--- config.mk ---
export PLATFORM = sky130hd
export DESIGN_NAME = reset_sequencer
export DESIGN_NICKNAME = d
export VERILOG_FILES = /design/src/rtl/reset_sequencer.sv
export SDC_FILE = /design/constraint.sdc
export NUM_CORES = 1
export LEC_CHECK = 0
export CAP_MARGIN = 0
export CORE_MARGIN = 2
export CORE_UTILIZATION = 63
export CTS_BUF_LIST = sky130_fd_sc_hd__clkbuf_4 sky130_fd_sc_hd__clkbuf_8
export CTS_CLUSTER_DIAMETER = 50
export CTS_CLUSTER_SIZE = 16
export DETAILED_ROUTE_END_ITERATION = 8
export GPL_TIMING_DRIVEN = 0
export PLACE_DENSITY = 0.88
export SYNTH_ARGS = -nofsm -noshare
export SYNTH_HDL_FRONTEND = slang
export SYNTH_SLANG_ARGS = --single-unit
--- constraint.sdc ---
create_clock -name clk -period 2.4 [get_ports clk]
set_input_delay 0.36 -clock clk [delete_from_list [all_inputs] [get_ports clk]]
set_output_delay 0.36 -clock clk [all_outputs]
set_load 0.03 [all_outputs]
--- src/rtl/reset_sequencer.sv ---
// Staged reset release: three request sources are synchronized and merged,
// then three active-low reset stages are released in order after a quiet hold.
module reset_sequencer #(
  parameter int HOLD_CYCLES = 10000,
  parameter int STAGE_GAP   = 16,
  parameter int CNT_WIDTH   = 32
) (
  input  logic       clk,
  input  logic       reset,
  input  logic       fpga_reset_n_debounced,
  input  logic       h2f_reset,
  input  logic       src_reset_n,
  output logic [2:0] rst_n_stage,
  output logic       seq_done,
  output logic [7:0] reset_count
);

  if (CNT_WIDTH < 1 || CNT_WIDTH > 62) begin : g_bad_width
    $error("reset_sequencer: CNT_WIDTH out of range");
  end
  if (HOLD_CYCLES < 1 ||
      longint'(HOLD_CYCLES) >= (longint'(1) << CNT_WIDTH)) begin : g_bad_hold
    $error("reset_sequencer: HOLD_CYCLES out of range");
  end
  if (STAGE_GAP < 1 ||
      longint'(STAGE_GAP) >= (longint'(1) << CNT_WIDTH)) begin : g_bad_gap
    $error("reset_sequencer: STAGE_GAP out of range");
  end

  localparam logic [CNT_WIDTH-1:0] HOLD_LAST = CNT_WIDTH'(HOLD_CYCLES - 1);
  localparam logic [CNT_WIDTH-1:0] GAP_LAST  = CNT_WIDTH'(STAGE_GAP - 1);

  typedef enum logic [1:0] {
    ASSERT  = 2'd0,
    RELEASE = 2'd1,
    RUN     = 2'd2
  } state_t;

  state_t               state;
  logic [CNT_WIDTH-1:0] hold_cnt;
  logic [CNT_WIDTH-1:0] gap_cnt;
  logic [1:0]           fpga_sync;
  logic [1:0]           h2f_sync;
  logic [1:0]           src_sync;
  logic                 req_s;

  // Synchronizers reset to the "request asserted" level so the
  // sequence always starts from a full hold after reset.
  always_ff @(posedge clk) begin
    if (reset) begin
      fpga_sync <= 2'b00;
      h2f_sync  <= 2'b11;
      src_sync  <= 2'b00;
    end else begin
      fpga_sync <= {fpga_sync[0], fpga_reset_n_debounced};
      h2f_sync  <= {h2f_sync[0], h2f_reset};
      src_sync  <= {src_sync[0], src_reset_n};
    end
  end

  assign req_s = ~fpga_sync[1] | h2f_sync[1] | ~src_sync[1];

  always_ff @(posedge clk) begin
    if (reset) begin
      state       <= ASSERT;
      rst_n_stage <= 3'b000;
      seq_done    <= 1'b0;
      hold_cnt    <= '0;
      gap_cnt     <= '0;
      reset_count <= 8'd0;
    end else begin
      unique case (state)
        ASSERT: begin
          rst_n_stage <= 3'b000;
          seq_done    <= 1'b0;
          gap_cnt     <= '0;
          if (req_s) begin
            hold_cnt <= '0;
          end else if (hold_cnt == HOLD_LAST) begin
            state       <= RELEASE;
            rst_n_stage <= 3'b001;
            hold_cnt    <= '0;
          end else begin
            hold_cnt <= hold_cnt + 1'b1;
          end
        end
        RELEASE, RUN: begin
          if (req_s) begin
            state       <= ASSERT;
            rst_n_stage <= 3'b000;
            seq_done    <= 1'b0;
            hold_cnt    <= '0;
            gap_cnt     <= '0;
            if (reset_count != 8'hFF)
              reset_count <= reset_count + 8'd1;
          end else if (state == RELEASE) begin
            if (gap_cnt == GAP_LAST) begin
              gap_cnt <= '0;
              if (!rst_n_stage[1]) begin
                rst_n_stage[1] <= 1'b1;
              end else begin
                rst_n_stage[2] <= 1'b1;
                seq_done       <= 1'b1;
                state          <= RUN;
              end
            end else begin
              gap_cnt <= gap_cnt + 1'b1;
            end
          end else begin
            rst_n_stage <= 3'b111;
            seq_done    <= 1'b1;
          end
        end
        default: begin
          state       <= ASSERT;
          rst_n_stage <= 3'b000;
          seq_done    <= 1'b0;
          hold_cnt    <= '0;
          gap_cnt     <= '0;
        end
      endcase
    end
  end

endmodule

==> results of run 1 <==
## area by class of cell
| cell class | instances | area (sq um) |
|---|---|---|
| inverter | 11 | 41.3 |
| clock buffer | 9 | 124 |
| buffer | 16 | 87.6 |
| tap | 77 | 96.3 |
| fill | 449 | 1750 |
| clock inverter | 7 | 73.8 |
| sequential | 84 | 1680 |
| multi-input combinational | 375 | 2320 |
| timing repair buffer | 18 | 175 |
## registers in the layout, summed over array words and instances, names as in the netlist
name	flops
gap_cnt	32
hold_cnt	32
reset_count	8
rst_n_stage	3
fpga_sync	2
h2f_sync	2
src_sync	2
state	2
seq_done	1
## power breakdown
| group | total [W] | internal, W | switching (W) |
|---|---|---|---|
| Sequential | 0.00140 | 0.00140 | 0.00000201 |
| Clock | 0.00101 | 0.000486 | 0.000526 |
| Combinational | 0.0000181 | 0.0000102 | 0.00000783 |
## placed cells by master (no fill, tap or decap), drive strengths merged, types with 3 or more instances in the layout
| cell | instances |
|---|---|
| clkinv | 3 |
| nor4 | 18 |
| a31oi | 5 |
| or2 | 4 |
| nor3 | 15 |
| and4 | 9 |
| nand2 | 42 |
| clkdlybuf4s50 | 16 |
| ha | 7 |
| buf | 12 |
| nand4 | 24 |
| dfxtp | 84 |
| nand2b | 3 |
| or3 | 11 |
| nor2b | 6 |
| clkbuf | 15 |
| and2 | 3 |
| and3 | 11 |
| a21oi | 14 |
| xor2 | 22 |
| o21ai | 9 |
| nand3 | 40 |
| xnor2 | 28 |
| inv | 13 |
| mux2i | 3 |
| nor2 | 77 |
## layer usage
layer | share of wire, % | global-route usage, %
met2 | 49 | 42.6
met5 | 0 | 0
met4 | 1.6 | 8.66
met1 | 44 | 29.2
met3 | 5.3 | 7.49
## logic make-up after synthesis
family,Yosys count,share of synthesized area (%)
flops,84,40.8
simple gates,272,35.5
compound gates,42,6.72
fa+ha+maj,7,2.13
buf+inv,28,3.13
xor+xnor,50,10.6
mux,4,1.09
## per-stage QoR
stage / cells / total power, W / setup slack [ns] / setup TNS (ns)
2_1_floorplan: 487 / 0.00144 / 0.311 / 0
3_3_place_gp: 580 / 0.00145 / -0.0780 / -2.24
3_5_place_dp: 580 / 0.00145 / -0.168 / -5.41
4_1_cts: 596 / 0.00245 / 0.0666 / 0
5_1_grt: 597 / 0.00249 / 0.00930 / 0
6_report: 597 / 0.00243 / 0.127 / 0
## critical path: stages (launching register included)
cell and delay [ns]:
dfxtp_1 0.37, inv_1 0.10, ha_1 0.27, buf_2 0.21
inv_1 0.09, or2_1 0.22, clkbuf_1 0.20, nor2_4 0.23
buf_2 0.27, a21oi_1 0.07, mux2i_1 0.16
## what timing repair did
action                     4_1_cts  5_1_grt
pin swaps                        0        1
setup endpoints to repair       51       45
buffers inserted                 0        2
gates resized for setup          3        8
## path summary, 6_finish.rpt
path | from | end | slack [ns] | depth (start not counted)
worst min register to register | h2f_sync[0]$_SDFF_PP1_ | h2f_sync[1]$_SDFF_PP1_ | 0.42 | 1
worst min-delay path | h2f_sync[0]$_SDFF_PP1_ | h2f_sync[1]$_SDFF_PP1_ | 0.42 | 1
worst max-delay path | state[1]$_SDFFE_PP0P_ | hold_cnt[22]$_SDFFE_PP0P_ | 0.13 | 10
worst max register to register | state[1]$_SDFFE_PP0P_ | hold_cnt[22]$_SDFFE_PP0P_ | 0.13 | 10
==> summary.txt, run 1 <==
DPL Wire Length - 6.24 mm
count leader, synth - dfxtp_1
post-synthesis cell area - 4120 sq um
Period Utilization, post-route - 94.7%
CTS tree - built
WP data required - 2.68 ns
Final min period - 2.27 ns
core area - 6350 sq um
overall routing resource usage - 24.7%
vias in the first global route - 3382
first-pass iteration count of the detailed router - 5
final setup fails - 0
max-slew violations - 0
share of the synthesized area in the top cell type - 40.8%
EDFF count, synth - 0
grt ovf - 0
Final Skew - 0.00690 ns
Setup crit end kind - register
Crit Path Max Fanout - 10
area delta synth->final - 11.7%
sequential fraction of the synthesis area - 40.8%
CTS Root Buffer Type - clkbuf_8
clock buffer count from CTS - 9
Finished Cell Area - 4600 sq um
PwrDens - 528 nW/um^2
pin slew with the least headroom to its limit - 0.771 ns
ant diodes - 0
RSZ-0062 raised after global routing - no
maximum VDD drop - 521 uV
Fin. Hold Viols - 0
Initial Utilization - 64.8%
nets - 527
Routed Antenna Nets - 0
maxcap violations - 0
Leak - 1.52 nW
ranking of synthesized cells by area - dfxtp_1 (41%), nor2_1 (6.9%), xnor2_1 (6.0%), nand3_1 (4.9%), xor2_1 (4.7%)
# H-tree levels - 3
vias - 3622
I/O pins - 17
DP Area - 4370 sq um
routed vias/inst - 6.07
Die Y - 84.8 microns
Placer Congestion - 0.887
initial antenna violation count - 0
Post-Route WL - 8.84 mm
post-synthesis cell type count - 57
first-pass GRT wire length - 14.7 mm
Slew HR - 48.2%
Post-Syn Instances - 487
Setup Crit Path Kind - register to register
die width - 84.8 microns
largest net degree at the start of global routing - 16
Worst EP arrival - 2.55 ns
warnings from Yosys - 0
Residual DRC - 0
clk slew on worst S/H paths - 0.09 ns
clock sinks - 84
FF+latch count, synth - 84
hold slack - 0.420 ns
Skew-Pair Late Insertion Delay - 0.36 ns
hold crit path type - register to register
run status - complete, no violations
crit path launch type - register
Max Freq - 440 MHz
prevailing post-synth register cell - dfxtp_1
Core Rows - 29
final core utilization - 72.5%
Synth area leader - dfxtp_1
Clock Path Buffers - 2
# port buffers - 16
Mean Syn Cell Area - 8.46 sq um
cts hold-fix bufs - 0
asr flop ratio synth - 0%
drt initial violations - 219
share of cells above drive strength 1 - 10.2%
die area - 7200 sq um
WL/cell - 14.8 microns
Synthesized Nets - 499
Commonest cells post-synth - dfxtp_1 (84), nor2_1 (76), nand2_1 (41)
(Power assumes the default switching activity.)
==> run 2: changes to the inputs <==
--- a/config.mk
+++ b/config.mk
@@ -9,11 +9,11 @@
 export CORE_MARGIN = 2
 export CORE_UTILIZATION = 63
 export CTS_BUF_LIST = sky130_fd_sc_hd__clkbuf_4 sky130_fd_sc_hd__clkbuf_8
-export CTS_CLUSTER_DIAMETER = 50
+export CTS_CLUSTER_DIAMETER = 40
 export CTS_CLUSTER_SIZE = 16
 export DETAILED_ROUTE_END_ITERATION = 8
 export GPL_TIMING_DRIVEN = 0
-export PLACE_DENSITY = 0.88
+export PLACE_DENSITY = 0.84
 export SYNTH_ARGS = -nofsm -noshare
 export SYNTH_HDL_FRONTEND = slang
 export SYNTH_SLANG_ARGS = --single-unit
==> run 2 against run 1 <==
  * First-iteration DRC count is 8.7% higher
  * Sequential power hardly changed
  * Hold slack better by 0.011 ns
  * Maximum frequency is 4.3% higher
  * Non-clock buffer count is 1 lower
  * Flip-flop and latch count stayed put
  * Die area stayed put
  * Critical path type unchanged
  * Largest power group unchanged
==> summary.txt, run 2 (synthesis gave the netlist of run 1 again) <==
Setup Crit Path Kind - register to register
Worst EP arrival - 2.43 ns
WP data required - 2.65 ns
Skew-Pair Late Insertion Delay - 0.36 ns
Fin Setup TNS - 0 ns
hold crit path type - register to register
clock buffer count from CTS - 9
Clock Path Buffers - 2
commonest non-fill, non-tap cell in the layout - dfxtp_1
cts hold-fix bufs - 0
final setup fails - 0
Final Skew - 0.00620 ns
overall routing resource usage - 26.1%
met3 Use GR - 3.50%
DP Area - 4370 sq um
run status - complete, no violations
largest net degree at the start of global routing - 15
area delta synth->final - 11.8%
vias in the first global route - 3485
first-pass iteration count of the detailed router - 5
Placer Congestion - 0.896
nets - 526
Fin. Hold Viols - 0
die width - 84.8 microns
Initial Utilization - 64.8%
Post-Route WL - 8.73 mm
top flop regs - gap_cnt x32, hold_cnt x32, reset_count x8
clk slew on worst S/H paths - 0.08 ns
Crit Path Max Fanout - 10
met1 usage - 33.2%
core area - 6350 sq um
CP max stage delay - 0.42 ns
Slew HR - 49.7%
Final min period - 2.18 ns
critical path, cell by cell - ha_1, and3_1, nand3_1, o31ai_4, nor3_4, nor2_2, buf_2, nor2_1
final setup slack of the worst path - 0.220 ns
Pwr Total - 0.00242 W
Leak - 1.50 nW
Residual DRC - 0
WL/cell - 14.6 microns
# port buffers - 16
Period Utilization, post-route - 90.8%
maximum VDD drop - 422 uV
Die Y - 84.8 microns
CTS tree - built
Buf/Inv on CP - 1
# H-tree levels - 3
PwrDens - 526 nW/um^2
grt ovf - 0
RSZ-0062 raised after global routing - no
CTS Root Buffer Type - clkbuf_8
die area - 7200 sq um
Finished Cell Area - 4600 sq um
max-slew violations - 0
vias - 3538
CP delay by family, top - simple AND/OR/NAND/NOR gates
maxcap violations - 0
I/O pins - 17
crit path launch type - register
GR peak layer - met2
setup slack on the worst flop-to-flop path - 0.22 ns
post-placement worst setup slack - -0.144 ns
Max Freq - 459 MHz
clock sinks - 84
share of cells above drive strength 1 - 10.0%
most frequent cells in the layout - dfxtp_1 (84), nor2_1 (75), nand2_1 (41), nand3_1 (40), xnor2_1 (28)
ant diodes - 0
DPL Wire Length - 6.22 mm
routed vias/inst - 5.94
Routed Antenna Nets - 0
Core Rows - 29
first-pass GRT wire length - 15.4 mm
Setup crit end kind - register
Slowest-stage cell, CP - dfxtp_1
drt initial violations - 238
initial antenna violation count - 0
pin slew with the least headroom to its limit - 0.749 ns
M2 GR Usage - 43.5%
-- run 2: cell type report --
class                           instances  area [sq um]
Inverter                               11          41.3
Tap cell                               77          96.3
Clock buffer                           10           131
Buffer                                 15          86.3
Multi-Input combinational cell        375          2330
Clock inverter                          6          65.1
Fill cell                             471          1750
Sequential cell                        84          1680
Timing Repair Buffer                   18           175
-- run 2: worst paths after layout --
| check | from | to | cells past startpoint |
|---|---|---|---|
| worst max-delay path | hold_cnt[0]$_SDFFE_PP0P_ | hold_cnt[13]$_SDFFE_PP0P_ | 8 |
| worst min-delay path | h2f_sync[0]$_SDFF_PP1_ | h2f_sync[1]$_SDFF_PP1_ | 1 |
| worst max register to register | hold_cnt[0]$_SDFFE_PP0P_ | hold_cnt[13]$_SDFFE_PP0P_ | 8 |
| worst min register to register | h2f_sync[0]$_SDFF_PP1_ | h2f_sync[1]$_SDFF_PP1_ | 1 |
-- run 2: what timing repair did --
action	4_1_cts	5_1_grt
pin swaps	0	2
gates resized for setup	3	10
cloned	0	0
endpoints found under the setup margin	51	45
endpoints found under the hold margin	0	0
setup buffers	0	2
-- run 2: stage by stage --
step | cells | util, % | hold slack [ns]
global route | 596 | 72.5 | 0.447
finish | 596 | 72.5 | 0.431
floorplan | 487 | - | 0.389
CTS | 596 | 72.2 | 0.437
global placement | 580 | 68.9 | 0.392
detailed placement | 580 | 68.9 | 0.410
-- run 2: metal layers --
metal / vias up / routed length (microns)
met5: - / 0
met3: 17 / 280
li1: 1770 / -
met2: 65 / 4230
met1: 1686 / 4020
met4: 0 / 194
-- run 2: report_power, final --
group	switching [W]	total [W]	internal [W]	leakage [nW]
Sequential	0.00000216	0.00140	0.00140	0.678
Combinational	0.00000748	0.0000177	0.0000102	0.738
Clock	0.000513	0.00100	0.000490	0.0879
Total	0.000523	0.00242	0.00190	1.50
